<file path="src/rtl/scan_key_decoder_if.sv">
// Key token stream between the scan-code decoder and the calculator front-end.
// The decoder (master) presents the FIFO head; the consumer (slave) pops with key_ready.
interface scan_key_decoder_if;
  logic [3:0] key_data;
  logic       key_enter;
  logic       key_valid;
  logic       key_ready;

  modport master (output key_data, output key_enter, output key_valid, input key_ready);
  modport slave  (input key_data, input key_enter, input key_valid, output key_ready);
endinterface

</file>
<file path="src/rtl/scan_key_decoder.sv">
// PS/2 set-2 scan-code decoder: tracks E0/F0 prefixes and shift, drops break codes
// and typematic repeats, and queues 4-bit key tokens in a first-word-fall-through FIFO.
module scan_key_decoder #(
  parameter int DEPTH           = 8,
  parameter int SUPPRESS_REPEAT = 1
) (
  input  logic                       clk,
  input  logic                       rst_n,
  input  logic [7:0]                 scan_code_in,
  input  logic                       scan_valid,
  scan_key_decoder_if.master         kif,
  output logic [$clog2(DEPTH+1)-1:0] fifo_level,
  output logic                       overflow,
  input  logic                       clear_ovf
);
  localparam int LW = $clog2(DEPTH + 1);
  localparam int AW = $clog2(DEPTH);

  localparam logic [7:0] CODE_EXT    = 8'hE0;
  localparam logic [7:0] CODE_BRK    = 8'hF0;
  localparam logic [7:0] CODE_LSHIFT = 8'h12;
  localparam logic [7:0] CODE_RSHIFT = 8'h59;
  localparam logic [7:0] CODE_ENTER  = 8'h5A;

  typedef enum logic [1:0] {ST_IDLE, ST_EXT, ST_BRK, ST_EXT_BRK} state_t;

  // Token entry: {enter, data}
  typedef struct packed {
    logic       enter;
    logic [3:0] data;
  } token_t;

  state_t     state_q, state_d;
  logic       shift_q, shift_d;
  logic [7:0] held_q, held_d;
  logic       push;
  token_t     push_tok;

  // Map a plain make code to a token; returns {hit, token}
  function automatic logic [5:0] map_make(input logic [7:0] code, input logic shift);
    logic [5:0] r;
    r = 6'b0;
    case (code)
      8'h16: r = {1'b1, 1'b0, 4'h1};
      8'h1E: r = {1'b1, 1'b0, 4'h2};
      8'h26: r = {1'b1, 1'b0, 4'h3};
      8'h25: r = {1'b1, 1'b0, 4'h4};
      8'h2E: r = {1'b1, 1'b0, (shift ? 4'hD : 4'h5)};
      8'h36: r = {1'b1, 1'b0, 4'h6};
      8'h3D: r = {1'b1, 1'b0, 4'h7};
      8'h3E: r = {1'b1, 1'b0, 4'h8};
      8'h46: r = {1'b1, 1'b0, 4'h9};
      8'h45: r = {1'b1, 1'b0, 4'h0};
      8'h4A: r = {1'b1, 1'b0, 4'hA};
      8'h4E: r = {1'b1, 1'b0, 4'hB};
      8'h5D: r = {1'b1, 1'b0, 4'hC};
      8'h66: r = {1'b1, 1'b0, 4'hE};
      8'h5A: r = {1'b1, 1'b1, 4'hF};
      default: r = 6'b0;
    endcase
    return r;
  endfunction

  // Prefix FSM next state, shift/held-key tracking and token generation
  always_comb begin
    logic [5:0] m;
    // NOTE: every signal gets a default first so no path leaves it unassigned (no latch).
    state_d  = state_q;
    shift_d  = shift_q;
    held_d   = held_q;
    push     = 1'b0;
    push_tok = '0;
    m        = map_make(scan_code_in, shift_q);
    if (scan_valid) begin
      if (scan_code_in == CODE_EXT) begin
        state_d = ST_EXT;
      end else if (scan_code_in == CODE_BRK) begin
        state_d = (state_q == ST_EXT) ? ST_EXT_BRK : ST_BRK;
      end else begin
        state_d = ST_IDLE;
        case (state_q)
          ST_IDLE: begin
            if (scan_code_in == CODE_LSHIFT || scan_code_in == CODE_RSHIFT) begin
              shift_d = 1'b1;
            end else if (m[5]) begin
              if (!(SUPPRESS_REPEAT != 0 && scan_code_in == held_q)) begin
                push     = 1'b1;
                push_tok = m[4:0];
                held_d   = scan_code_in;
              end
            end
          end
          ST_EXT: begin
            // Keypad enter is the only extended key that produces a token
            if (scan_code_in == CODE_ENTER) begin
              push     = 1'b1;
              push_tok = '{enter: 1'b1, data: 4'hF};
            end
          end
          ST_BRK: begin
            if (scan_code_in == CODE_LSHIFT || scan_code_in == CODE_RSHIFT) shift_d = 1'b0;
            if (scan_code_in == held_q) held_d = 8'h00;
          end
          default: ;  // extended break: byte discarded
        endcase
      end
    end
  end

  // Decoder state registers
  always_ff @(posedge clk or negedge rst_n) begin
    if (!rst_n) begin
      state_q <= ST_IDLE;
      shift_q <= 1'b0;
      held_q  <= 8'h00;
    end else begin
      // NOTE: sequential state uses non-blocking assignments so all flops update together.
      state_q <= state_d;
      shift_q <= shift_d;
      held_q  <= held_d;
    end
  end

  // ---------------- FIFO ----------------
  token_t          mem [DEPTH];
  logic [AW-1:0]   wr_q, rd_q;
  logic [LW-1:0]   level_q, level_d;
  logic            ovf_q, ovf_d;
  token_t          last_q;
  logic            empty, full, pop, push_ok, drop;

  assign empty   = (level_q == '0);
  assign full    = (level_q == LW'(DEPTH));
  assign pop     = !empty && kif.key_ready;
  assign push_ok = push && (!full || pop);
  assign drop    = push && full && !pop;

  // Level and sticky overflow next-state
  always_comb begin
    level_d = level_q;
    if (push_ok && !pop)      level_d = level_q + LW'(1);
    else if (!push_ok && pop) level_d = level_q - LW'(1);
    ovf_d = ovf_q;
    if (drop)           ovf_d = 1'b1;
    else if (clear_ovf) ovf_d = 1'b0;
  end

  // Token storage write port
  always_ff @(posedge clk) begin
    // NOTE: storage is not reset; an empty FIFO never exposes its contents.
    if (push_ok) mem[wr_q] <= push_tok;
  end

  // FIFO pointers, level, overflow flag and last-popped token
  always_ff @(posedge clk or negedge rst_n) begin
    if (!rst_n) begin
      wr_q    <= '0;
      rd_q    <= '0;
      level_q <= '0;
      ovf_q   <= 1'b0;
      last_q  <= '0;
    end else begin
      if (push_ok) wr_q <= wr_q + AW'(1);
      if (pop) begin
        rd_q   <= rd_q + AW'(1);
        last_q <= mem[rd_q];
      end
      level_q <= level_d;
      ovf_q   <= ovf_d;
    end
  end

  // Head falls through; an empty FIFO keeps showing the last popped token
  assign kif.key_valid = !empty;
  assign kif.key_data  = empty ? last_q.data  : mem[rd_q].data;
  assign kif.key_enter = empty ? last_q.enter : mem[rd_q].enter;
  assign fifo_level    = level_q;
  assign overflow      = ovf_q;
endmodule

</file>
<file path="src/flat_wrapper.sv">
// flat-port wrapper written by rule: the top's interface ports become plain ports
module scan_key_decoder_flat 
#(
  parameter int DEPTH           = 8,
  parameter int SUPPRESS_REPEAT = 1
)
  (clk, rst_n, scan_code_in, scan_valid, fifo_level, overflow, clear_ovf, kif_key_data, kif_key_enter, kif_key_valid, kif_key_ready);
  scan_key_decoder_if kif_i ();
  input  logic clk;
  input  logic rst_n;
  input  logic [7:0] scan_code_in;
  input  logic scan_valid;
  output logic [$clog2(DEPTH+1)-1:0] fifo_level;
  output logic overflow;
  input  logic clear_ovf;
  output wire logic [$bits(kif_i.key_data)-1:0] kif_key_data;
  output wire logic [$bits(kif_i.key_enter)-1:0] kif_key_enter;
  output wire logic [$bits(kif_i.key_valid)-1:0] kif_key_valid;
  input wire logic [$bits(kif_i.key_ready)-1:0] kif_key_ready;
  assign kif_key_data = kif_i.key_data;
  assign kif_key_enter = kif_i.key_enter;
  assign kif_key_valid = kif_i.key_valid;
  assign kif_i.key_ready = kif_key_ready;
  scan_key_decoder #(.DEPTH(DEPTH), .SUPPRESS_REPEAT(SUPPRESS_REPEAT)) u_core (.clk(clk), .rst_n(rst_n), .scan_code_in(scan_code_in), .scan_valid(scan_valid), .kif(kif_i), .fifo_level(fifo_level), .overflow(overflow), .clear_ovf(clear_ovf));
endmodule
</file>
<file path="config.mk">
export PLATFORM = sky130hd
export DESIGN_NAME = scan_key_decoder_flat
export DESIGN_NICKNAME = d
export VERILOG_FILES = /design/src/rtl/scan_key_decoder_if.sv /design/src/rtl/scan_key_decoder.sv /design/src/flat_wrapper.sv
export SDC_FILE = /design/constraint.sdc
export NUM_CORES = 1
export LEC_CHECK = 0
export ABC_CLOCK_PERIOD_IN_PS = 8350
export CAP_MARGIN = 20
export CORE_ASPECT_RATIO = 0.8
export CORE_MARGIN = 2
export CORE_UTILIZATION = 64
export DETAILED_ROUTE_END_ITERATION = 10
export PLACE_DENSITY = 0.95
export SKIP_LAST_GASP = 1
export SYNTH_ARGS = -nofsm -noshare
export SYNTH_HDL_FRONTEND = slang
export SYNTH_SLANG_ARGS = --single-unit
</file>
<file path="constraint.sdc">
create_clock -name clk -period 8.35 [get_ports clk]
set_clock_uncertainty 0.2 [all_clocks]
set_input_delay 1.2525 -clock clk [delete_from_list [all_inputs] [get_ports clk]]
set_output_delay 1.2525 -clock clk [all_outputs]
set_load 0.02 [all_outputs]
</file>
==> flow_summary.ini <==
[synth]
seq_area_frac_synth = 0.5171
yosysTopAreaCell = edfxtp_1
synth_cells = 293
synth_nets = 312
ys.flop_type = edfxtp_1
synthDistinctLibCells = 64
async_flop_share = 0.4030
ys_warn_count = 0
yosysTopAreaCellShare = 0.3309
avgSynthCellArea_um2 = 12.39
synthTopCellsByArea = edfxtp_1, dfrtp_1, mux4_2
synth_seq_cells = 67
synth_edf_count = 40
syn-cell-area_mm2 = 0.003630

[setup_path]
crit_arrival_ns = 5.05
path_cells = clkdlybuf4s50_1, xnor2_1, mux2i_1, o21ai_1, nand3_4, a21oi_4, nor2_1, ha_1, inv_1, ha_1, a21o_1, a21oi_1, xnor2_1, nor2_1, xor2_1
worst_path_max_delay_cell = clkdlybuf4s50_1
critPathLaunchType = input port
worst-path-max-fanout = 16
critPathCaptureType = flip-flop
reg2reg_depth = 14
max_stage_delay_ns = 0.77
required_ns = 8.38
crit_type = in -> reg

[placement]
port_buffers = 23
dp_hpwl_mm = 5.666
dpl.cell_count = 378
place.gp.congestion = 0.8921

[outcome]
status = finished clean

[cts]
clock_latency_ns = 0.35
cts_buffer_depth = 2
ctsHoldBuffers = 0
path_clk_slew_ns = 0.07
cts_resized = 0
root_buffer = clkbuf_8
htree_levels = 3
cts_tree = yes
cts-buffers-inserted = 9
post_cts_buffers = 0
clock_sinks = 67

[cells_and_area]
final_cell_mix = edfxtp_1, dfrtp_1, nand2_1
multi_input_area_mm2 = 0.001624
nets = 332
layoutNonFillerInstCount = 396
seq_area_mm2 = 0.001877
area_growth_pct = 11.69
diodes = 0
drive_above_1_share = 0.1572
layout_commonest_cell = edfxtp_1
fill_cells = 327

[sta]
fin_crit_sh = 0.6011
min_period_ns = 5.019
worstMarginPinSlew_ns = 0.9757
max-slew-margin-rel = 0.3445
slew_viol_final = 0
fmax_ghz = 0.1992
tns_ns = 0
setup_viol = 0
rsz0062_at_grt = no
hold_viol = 0

[grt]
grt_pass1_vias = 2543
grt.total_usage = 0.2934
grt_pass1_wl_mm = 13.50
antenna_found_initial = 0
grt_start_max_net_pins = 28
grt.overflow.total = 0

[routing]
drtIter0Drc = 390
drtPass1Iterations = 5
vias = 2604
routed_wl_mm = 8.476
wl_per_cell_um = 21.40
drc = 0
viasPerCell = 6.576
ant_nets = 0

[floorplan]
die_h_um = 71.36
die_w_um = 88.20
io_pins = 24
rows = 24
design.core.area_mm2 = 0.005465
die_area_mm2 = 0.006294
start_util = 0.6641

[power]
vdd.ir_drop.worst_v = 0.0001031
p_leak_uw = 0.001503
p_per_area_mw_per_mm2 = 252.2

[flow_run]
drv_cap = 0

[hold_path]
whs_path_depth = 2
min_path_type = reg -> reg
## routing by layer
metal / routed length (µm) / vias to the layer above / global-route usage
li1: - / 1144 / -
met1: 3342 / 1273 / 0.3992
met2: 4145 / 165 / 0.4503
met3: 747 / 22 / 0.09677
met4: 240 / 0 / 0.09933
met5: 0 / - / 0
## stage by stage
stage	worst slack (ns)	power, µW	util	instance area (µm²)	hold WS (ns)
final	3.331	1023	0.7418	4054	0.2876
after global routing	3.056	1071	0.7418	4054	0.3274
after CTS	3.410	1023	0.7399	4044	0.2885
after floorplan	4.270	673.5	-	3630	0.2505
after detailed placement	3.098	782.7	0.7081	3870	0.2716
after global placement	3.333	757.6	0.7081	3870	0.2621
## sequential cells by signal, indices dropped and copies added (netlist names)
signal	flops
u_core.overflow	1
u_core.mem	40
u_core.fifo_level	4
u_core.wr_q	3
u_core.rd_q	3
u_core.state_q	2
u_core.shift_q	1
u_core.held_q	8
u_core.last_q	5
## power by group
group	switching, µW	internal, µW	total [µW]	leakage (µW)
Clock	115	124	239	0.0000910
Combinational	148	157	305	0.000631
Sequential	85.0	393	478	0.000781
## worst paths after layout
| path | startpoint | end | slack (ns) |
|---|---|---|---|
| worst max-delay path | scan_code_in[3] | u_core.fifo_level[3] | 3.33 |
| worst min-delay path | u_core.last_q[0] | u_core.last_q[0] | 0.29 |
| worst max register to register | u_core.held_q[3] | u_core.fifo_level[3] | 4.77 |
| worst min register to register | u_core.last_q[0] | u_core.last_q[0] | 0.29 |
| max in group asynchronous | rst_n | u_core.overflow | 6.59 |
| min in group asynchronous | rst_n | u_core.rd_q[1] | 1.09 |
## area by class of cell
type                            instances  share of cell area
Tap cell                               78             0.02407
Timing Repair Buffer                   27             0.06296
Inverter                                7            0.006481
Multi-Input combinational cell        201              0.4006
Clock buffer                           14             0.04012
Clock inverter                          2            0.002778
Sequential cell                        67              0.4630
## cell families (layout without fill, tap and decap cells)
kind of cell / Yosys count / after routing / synth area share
simple gates: 105 / 105 / 0.1948
flops: 67 / 67 / 0.5171
compound gates: 54 / 54 / 0.09894
buf+inv: 25 / 50 / 0.03723
mux: 20 / 20 / 0.09066
xor+xnor: 16 / 16 / 0.03861
fa+ha+maj: 6 / 6 / 0.02275
## cells in the mapped netlist (7+ instances only)
library cell	number
edfxtp_1	40
dfrtp_1	27
nand2_1	24
o21ai_0	19
nor2_1	15
xnor2_1	15
nand3_1	12
a21oi_1	11
mux4_2	10
mux2i_1	7
## critical path, delay by kind of cell
family          cells  cell delay, ns
buf+inv             2            0.90
simple gates        3            0.40
compound gates      4            1.21
mux                 1            0.12
xor+xnor            3            0.67
fa+ha+maj           2            0.49
Note: power is estimated with default switching activity, not from simulation.
